**src/rtl/num_sweep_controller_if.sv**
```systemverilog
// Handshake bundle between board controls / num_detector and the sweep controller.
// master = stimulus side (buttons, detector LEDs, display select); slave = controller.
interface num_sweep_controller_if #(
  parameter int CNT_W = 6
);
  logic             start;
  logic             stop;
  logic             step;
  logic             mode_auto;
  logic [4:0]       led_in;
  logic [2:0]       cnt_sel;
  logic [4:0]       number;
  logic             busy;
  logic             done;
  logic [CNT_W-1:0] hit_count;

  modport master (
    output start, stop, step, mode_auto, led_in, cnt_sel,
    input  number, busy, done, hit_count
  );

  modport slave (
    input  start, stop, step, mode_auto, led_in, cnt_sel,
    output number, busy, done, hit_count
  );
endinterface

```
**src/rtl/num_sweep_controller.sv**
```systemverilog
// Sweeps num_detector's number input 0..31 and counts per-LED hits, auto-prescaled or stepped.
// Latency: start to first sample 2 cycles; auto value period TICK_DIV; start/step/stop are pulses.
// Backpressure: none; pulses arriving in states that cannot act on them are dropped, not queued.
module num_sweep_controller #(
  parameter int TICK_DIV = 50_000_000,
  parameter int CNT_W    = 6
) (
  input  logic                  clk,
  input  logic                  rst_n,
  num_sweep_controller_if.slave sif
);

  localparam int PW = (TICK_DIV > 4) ? $clog2(TICK_DIV) : 2;
  localparam logic [PW-1:0] PRESC_LAST = PW'(TICK_DIV - 3);

  typedef enum logic [2:0] {
    S_IDLE,
    S_SETTLE,
    S_SAMPLE,
    S_WAIT,
    S_DONE
  } state_t;

  state_t           state;
  logic [4:0]       number_q;
  logic             busy_q;
  logic             done_q;
  logic             mode_q;
  logic [PW-1:0]    presc;
  logic [CNT_W-1:0] cnt [5];
  logic [CNT_W-1:0] hit_sel;

  always_ff @(posedge clk or negedge rst_n) begin
    if (!rst_n) begin
      state    <= S_IDLE;
      number_q <= '0;
      busy_q   <= 1'b0;
      done_q   <= 1'b0;
      mode_q   <= 1'b0;
      presc    <= '0;
      for (int i = 0; i < 5; i++) cnt[i] <= '0;
    end else begin
      case (state)
        S_IDLE, S_DONE: begin
          // stop dominates start; stop alone here leaves done untouched
          if (sif.start && !sif.stop) begin
            mode_q   <= sif.mode_auto;
            number_q <= '0;
            presc    <= '0;
            done_q   <= 1'b0;
            busy_q   <= 1'b1;
            for (int i = 0; i < 5; i++) cnt[i] <= '0;
            state    <= S_SETTLE;
          end
        end

        S_SETTLE: begin
          if (sif.stop) begin
            busy_q <= 1'b0;
            state  <= S_IDLE;
          end else begin
            state  <= S_SAMPLE;
          end
        end

        S_SAMPLE: begin
          for (int i = 0; i < 5; i++) begin
            if (sif.led_in[i] && (cnt[i] != '1)) cnt[i] <= cnt[i] + 1'b1;
          end
          if (sif.stop) begin
            busy_q <= 1'b0;
            state  <= S_IDLE;
          end else if (number_q == 5'd31) begin
            busy_q <= 1'b0;
            done_q <= 1'b1;
            state  <= S_DONE;
          end else begin
            presc  <= '0;
            state  <= S_WAIT;
          end
        end

        S_WAIT: begin
          if (sif.stop) begin
            busy_q <= 1'b0;
            state  <= S_IDLE;
          end else if (mode_q) begin
            // SETTLE + SAMPLE + (TICK_DIV-2) WAIT cycles = TICK_DIV per value
            if (presc == PRESC_LAST) begin
              number_q <= number_q + 5'd1;
              state    <= S_SETTLE;
            end else begin
              presc    <= presc + 1'b1;
            end
          end else if (sif.step) begin
            number_q <= number_q + 5'd1;
            state    <= S_SETTLE;
          end
        end

        default: begin
          busy_q <= 1'b0;
          state  <= S_IDLE;
        end
      endcase
    end
  end

  always_comb begin
    hit_sel = '0;
    case (sif.cnt_sel)
      3'd0:    hit_sel = cnt[0];
      3'd1:    hit_sel = cnt[1];
      3'd2:    hit_sel = cnt[2];
      3'd3:    hit_sel = cnt[3];
      3'd4:    hit_sel = cnt[4];
      default: hit_sel = '0;
    endcase
  end

  assign sif.number    = number_q;
  assign sif.busy      = busy_q;
  assign sif.done      = done_q;
  assign sif.hit_count = hit_sel;

endmodule

```
**src/flat_wrapper.sv**
```systemverilog
// flat-port wrapper written by rule: the top's interface ports become plain ports
module num_sweep_controller_flat 
#(
  parameter int TICK_DIV = 50_000_000,
  parameter int CNT_W    = 6
)
  (clk, rst_n, sif_start, sif_stop, sif_step, sif_mode_auto, sif_led_in, sif_cnt_sel, sif_number, sif_busy, sif_done, sif_hit_count);
  num_sweep_controller_if #(.CNT_W(CNT_W)) sif_i ();
  input  logic clk;
  input  logic rst_n;
  input wire logic [$bits(sif_i.start)-1:0] sif_start;
  input wire logic [$bits(sif_i.stop)-1:0] sif_stop;
  input wire logic [$bits(sif_i.step)-1:0] sif_step;
  input wire logic [$bits(sif_i.mode_auto)-1:0] sif_mode_auto;
  input wire logic [$bits(sif_i.led_in)-1:0] sif_led_in;
  input wire logic [$bits(sif_i.cnt_sel)-1:0] sif_cnt_sel;
  output wire logic [$bits(sif_i.number)-1:0] sif_number;
  output wire logic [$bits(sif_i.busy)-1:0] sif_busy;
  output wire logic [$bits(sif_i.done)-1:0] sif_done;
  output wire logic [$bits(sif_i.hit_count)-1:0] sif_hit_count;
  assign sif_i.start = sif_start;
  assign sif_i.stop = sif_stop;
  assign sif_i.step = sif_step;
  assign sif_i.mode_auto = sif_mode_auto;
  assign sif_i.led_in = sif_led_in;
  assign sif_i.cnt_sel = sif_cnt_sel;
  assign sif_number = sif_i.number;
  assign sif_busy = sif_i.busy;
  assign sif_done = sif_i.done;
  assign sif_hit_count = sif_i.hit_count;
  num_sweep_controller #(.TICK_DIV(TICK_DIV), .CNT_W(CNT_W)) u_core (.clk(clk), .rst_n(rst_n), .sif(sif_i));
endmodule
```
**config.mk**
```make
export PLATFORM = sky130hd
export DESIGN_NAME = num_sweep_controller_flat
export DESIGN_NICKNAME = d
export VERILOG_FILES = /design/src/rtl/num_sweep_controller_if.sv /design/src/rtl/num_sweep_controller.sv /design/src/flat_wrapper.sv
export SDC_FILE = /design/constraint.sdc
export NUM_CORES = 1
export LEC_CHECK = 0
export BUFFER_PORTS_ARGS = -buffer_cell sky130_fd_sc_hd__buf_2
export CORE_ASPECT_RATIO = 1.5
export CORE_MARGIN = 3
export CORE_UTILIZATION = 51
export DETAILED_ROUTE_END_ITERATION = 7
export PLACE_DENSITY_LB_ADDON = 0.2
export SYNTH_ARGS = -nofsm -noshare
export SYNTH_HDL_FRONTEND = slang
export SYNTH_SLANG_ARGS = --single-unit
```
**constraint.sdc**
```tcl
create_clock -name clk -period 6.4 [get_ports clk]
set_clock_uncertainty 0.1 [all_clocks]
set_input_delay 0.64 -clock clk [delete_from_list [all_inputs] [get_ports clk]]
set_output_delay 0.64 -clock clk [all_outputs]
set_load 0.02 [all_outputs]
```
Yosys cells after proc, flatten, opt, wreduce, memory -nomap -nowiden

Cells that the tools add are included.

Add/subtract/negate cells: 7
Equality and inequality tests: 33
Multiplexer cells: 39
Reductions and logical operators: 25

Operators with widths:

| cell                                                            | number |
|---|---|
| 26-bit 2-to-1 mux                                               | 6 |
| 26-bit one-hot mux with 3 select lines                          | 1 |
| 30-bit one-hot mux with 2 select lines                          | 1 |
| 6-bit by 1-bit adder with 6-bit output, second input constant   | 5 |
| 30-bit 2-to-1 mux                                               | 1 |
| 6-bit 2-to-1 mux                                                | 5 |
| 6-bit != test, second input constant                            | 5 |
| 6-bit one-hot mux with 5 select lines                           | 1 |
| 26-bit by 1-bit adder with 26-bit output, second input constant | 1 |
| 26-bit == test, second input constant                           | 1 |
| 5-bit 2-to-1 mux                                                | 5 |
| 3-bit 2-to-1 mux                                                | 7 |
| 3-bit AND reduction                                             | 7 |
| 2-bit by 1-bit != test with 1-bit output, second input constant | 9 |
| 3-bit by 2-bit == test with 1-bit output, second input constant | 4 |
| 3-bit one-hot mux with 4 select lines                           | 1 |
| 5-bit one-hot mux with 2 select lines                           | 1 |
| 2-bit != test, second input constant                            | 4 |
| 1-bit 2-to-1 mux                                                | 7 |
| 7-bit AND reduction                                             | 1 |
| 3-bit by 1-bit == test with 1-bit output, second input constant | 2 |
| 3-bit == test, second input constant                            | 2 |
| 1-bit logical AND                                               | 6 |
| 3-bit zero test                                                 | 2 |
| 16 further kinds                                                | 19 |

Register bits after elaboration: 67
Input bits: 14
Output and inout port bits: 13
Logic and storage cells: 115

Logic depth before layout (Yosys ltp)

Word-level depth: 5
Depth in mapped cells: 8
Gate-level depth less buffers: 7

Least setup slack after synthesis

Ideal clock, no wire load.

Path type: input to register
Start point: in sif_stop
End point: reg u_core.presc[10]
Setup time: 0.132 ns
Data arrival time: 2.261 ns
Required time: 6.168 ns
Path slack: 3.907 ns
Stages: 6
Buffers on the path: 1
Cell sequence: clkbuf_1 -> or4b_2 -> o311ai_2 -> o21ai_1 -> o31ai_1 -> o31ai_1

Cells in the longest elaborated chain, start to end: 4

Ends and longest elaborated chain:

| item                                               | line                       | source |
|---|---|---|
| from (decl)                                        | flat_wrapper.sv:12         | `input wire logic [$bits(sif_i.stop)-1:0] sif_stop;` |
| 1-bit zero test                                    | num_sweep_controller.sv:46 | `if (sif.start && !sif.stop) begin` |
| 1-bit logical AND                                  | num_sweep_controller.sv:46 |  |
| 2-bit by 1-bit != test with 1-bit output (no line) | n/a                        |  |
| 7-bit AND reduction (no line) (*)                  | n/a                        |  |
| to (signal assigned)                               | num_sweep_controller.sv:93 | `presc <= presc + 1'b1;` |
| to (decl)                                          | num_sweep_controller.sv:29 | `logic [PW-1:0] presc;` |

Every way passes the cells marked *; elsewhere a longest branch is shown, timed or not.
A chain may end at the register's enable or synchronous reset.

Final worst setup path

Start point: reg u_core.state[0]
End point: reg u_core.presc[18]

Cells in the longest elaborated chain, start to end: 4

Ends and longest elaborated chain:

| item                                                                                     | line                       | source |
|---|---|---|
| from (decl)                                                                              | num_sweep_controller.sv:24 | `state_t state;` |
| from (signal assigned)                                                                   | num_sweep_controller.sv:35 | `state <= S_IDLE;` |
| from (signal assigned)                                                                   | num_sweep_controller.sv:53 | `state <= S_SETTLE;` |
| from (signal assigned)                                                                   | num_sweep_controller.sv:60 | `state <= S_IDLE;` |
| 3-bit == test or 3-bit zero test (tied branches)                                         | num_sweep_controller.sv:43 | `case (state)` |
| 2-bit OR reduction                                                                       | num_sweep_controller.sv:43 |  |
| 2-bit by 1-bit != test with 1-bit output (no line) or 3-bit nonzero test (tied branches) | n/a                        |  |
| 7-bit AND reduction (no line)                                                            | n/a                        |  |

Several ways; a longest one is shown, not always the timed one.

==> impl_metrics.ini <==
[layout]
fin_nets = 470
final_util = 0.5924
fin_cells = 552
stdcell_area_um2 = 4394
fillers = 692
drive_above_1_share = 0.1261
synthToLayoutAreaGrowth_pct = 10.75
diodes = 0

[drt]
vias_per_cell = 6.281
first_pass_iters = 5
final_antenna_net_count = 0
drt_iter0_drc = 294
via_count = 3467
wl_per_cell_um = 17.33
wl_mm = 9.568
drc = 0

[die]
core-area_um2 = 7417
fp-row-count = 38
die_y_um = 114.0
start_util = 0.5349
io-pin-count = 27
die_w_um = 78.02
dieArea_um2 = 8896

[critical_path]
start_kind = flop
regToRegSetupSlack_ns = 3.57
crit_fanout = 22
timing.rr.start = u_core.state[0]
arrival_ns = 2.95
worst_setup_path_end_kind = flop
path_class = reg -> reg
ff2ff_path_depth = 5
worstPathRequired_ns = 6.51
rr_endpoint = u_core.presc[18]

[timing]
drv_slew = 0
max_freq_mhz = 353.0
rsz0062_at_grt = no
setup_viol = 0
fin_tns_setup_ns = 0
hold_violations = 0
setup_slack_ns = 3.567
hold_ws_ns = 0.3737
fin_crit_ns = 2.833
period_share = 0.4426
tightest_slew_ns = 1.072
slew_headroom = 0.2785

[global_routing]
grt_overflow = 0
grt_first_pass_wirelength_mm = 16.11
grt_pass1_vias = 3331
grt_max_degree = 68
track_usage = 0.2272
antenna_found_initial = 0

[clocking]
clk_pin_slew_ns = 0.07
cts_resized = 0
clock_path_buffers = 2
cts_root_buf = clkbuf_8
cts_hold_buf = 0
clock_sinks = 67
insertion_delay_ns = 0.36
cts_buffers = 9
cts_tree = built
postCtsSetupBuffers = 0
cts_max_level = 3

[yosys]
synthCells = 429
ys_top_cells_by_count = 67 x dfrtp_1, 50 x nand2_1, 33 x nor2_1
yosysWarnings = 0
yosys-top-cells-area = dfrtp_1 42%, nand2_1 4.7%, xor2_1 4.0%
syn_area_um2 = 3968
synth.most_common_cell = dfrtp_1
synth.net_count = 452
yosys.cell_types.count = 58
async_flop_share = 1.000
synth_seq_area_share = 0.4226
synth_top_area_share = 0.4226
synth_edf_count = 0
avgSynthCellArea_um2 = 9.248
synth_top_area_cell = dfrtp_1
ys.flop_type = dfrtp_1
synth_seq_cells = 67

[power_and_ir_drop]
comb_power_share = 0.119
p_int_mw = 0.7563
cellPowerDensity_nw_per_um2 = 235.8
p_total_mw = 1.036
swShare = 0.2699
pwr-share-seq = 0.460
irDropWorstVdd_mv = 0.1588
p_sw_mw = 0.2796
clock_power_share = 0.422
power_leakage_nw = 2.033

[placement]
io_buffers = 26
placed_cell_area_um2 = 4153
dp_slack_ns = 3.358
dp.cells = 536
dp_hpwl_mm = 6.557
finalWeightedCongestion = 0.8413

[worst_hold_path]
hp-class = in -> async

[flow_run]
maxCapViolCount = 0

[status]
outcome = finished clean
==> worst max path at each step <==
stage                         start          endpoint  slack (ns)
finish              u_core.state[0]  u_core.presc[18]        3.57
global route        u_core.state[0]   u_core.presc[2]        3.36
CTS                 u_core.state[0]  u_core.presc[19]        3.59
detailed placement         sif_stop  u_core.presc[12]        3.36
global placement           sif_stop   u_core.presc[2]        3.44
floorplan                  sif_stop  u_core.presc[10]        3.91
==> layer usage <==
metal,share of wire,vias up,global-route usage
li1,-,1666,-
met1,0.42,1686,0.2694
met2,0.51,93,0.3953
met3,0.043,22,0.03239
met4,0.032,0,0.1214
met5,0,-,0
==> worst max-delay path, stage by stage, from the launching register on <==
cell,delay (ns)
dfrtp_1,0.54
nand3b_1,0.71
o311ai_2,0.41
o21ai_1,0.40
o31ai_1,0.40
o31ai_1,0.12
==> layout make-up <==
cell class	instances	area, um^2	share of cell area
clock buffer	11	141.4	0.03218
multi-input combinational	334	2176	0.4952
sequential	67	1677	0.3815
clock inverter	5	100.1	0.02278
inverter	6	22.52	0.005125
timing repair buffer	29	152.6	0.03474
tap	100	125.1	0.02847
==> flip-flops by register name (all words and copies together), names as in the netlist <==
register	cells
u_core.cnt	30
u_core.mode_q	1
u_core.presc	26
u_core.sif.busy	1
u_core.sif.done	1
u_core.sif.number	5
u_core.state	3
==> cells in the final DEF (no fill, tap or decap), types with 3 or more instances in the layout <==
master and instances:
nor3_1 4, o211a_1 3, or4_1 3, buf_4 3, nor2_1 33, o41ai_1 5
xor2_1 18, a22oi_1 15, o31ai_1 18, nand4_1 16, a21oi_1 8, bufinv_16 3
nor2b_1 3, nand2_1 50, o21ai_0 18, nor4_1 10, o211ai_1 3, nand2b_1 7
nand3_1 22, inv_1 6, mux2i_1 5, dfrtp_1 67, a31oi_1 5, o22ai_1 6
and3_1 11, mux2_2 6, a21o_1 13, clkbuf_8 10, o311ai_0 7, buf_2 26
ha_1 9
==> kinds of logic (layout without fill, tap and decap cells) <==
group	count (synthesis)	in the layout	share of synthesized area
compound gates	117	117	0.2126
xor+xnor	18	18	0.03973
fa+ha+maj	9	9	0.02838
buf+inv	28	51	0.02901
flops	67	67	0.4226
mux	11	11	0.02964
simple gates	179	179	0.2381
==> power by group through the flow <==
stage / Clock [mW] / Sequential (mW) / Combinational (mW)
2_1_floorplan: 0 / 0.476 / 0.0843
3_3_place_gp: 0 / 0.483 / 0.120
3_5_place_dp: 0 / 0.484 / 0.124
4_1_cts: 0.441 / 0.476 / 0.124
5_1_grt: 0.460 / 0.480 / 0.138
6_report: 0.437 / 0.476 / 0.123
Power figures use the tool's default switching activity.
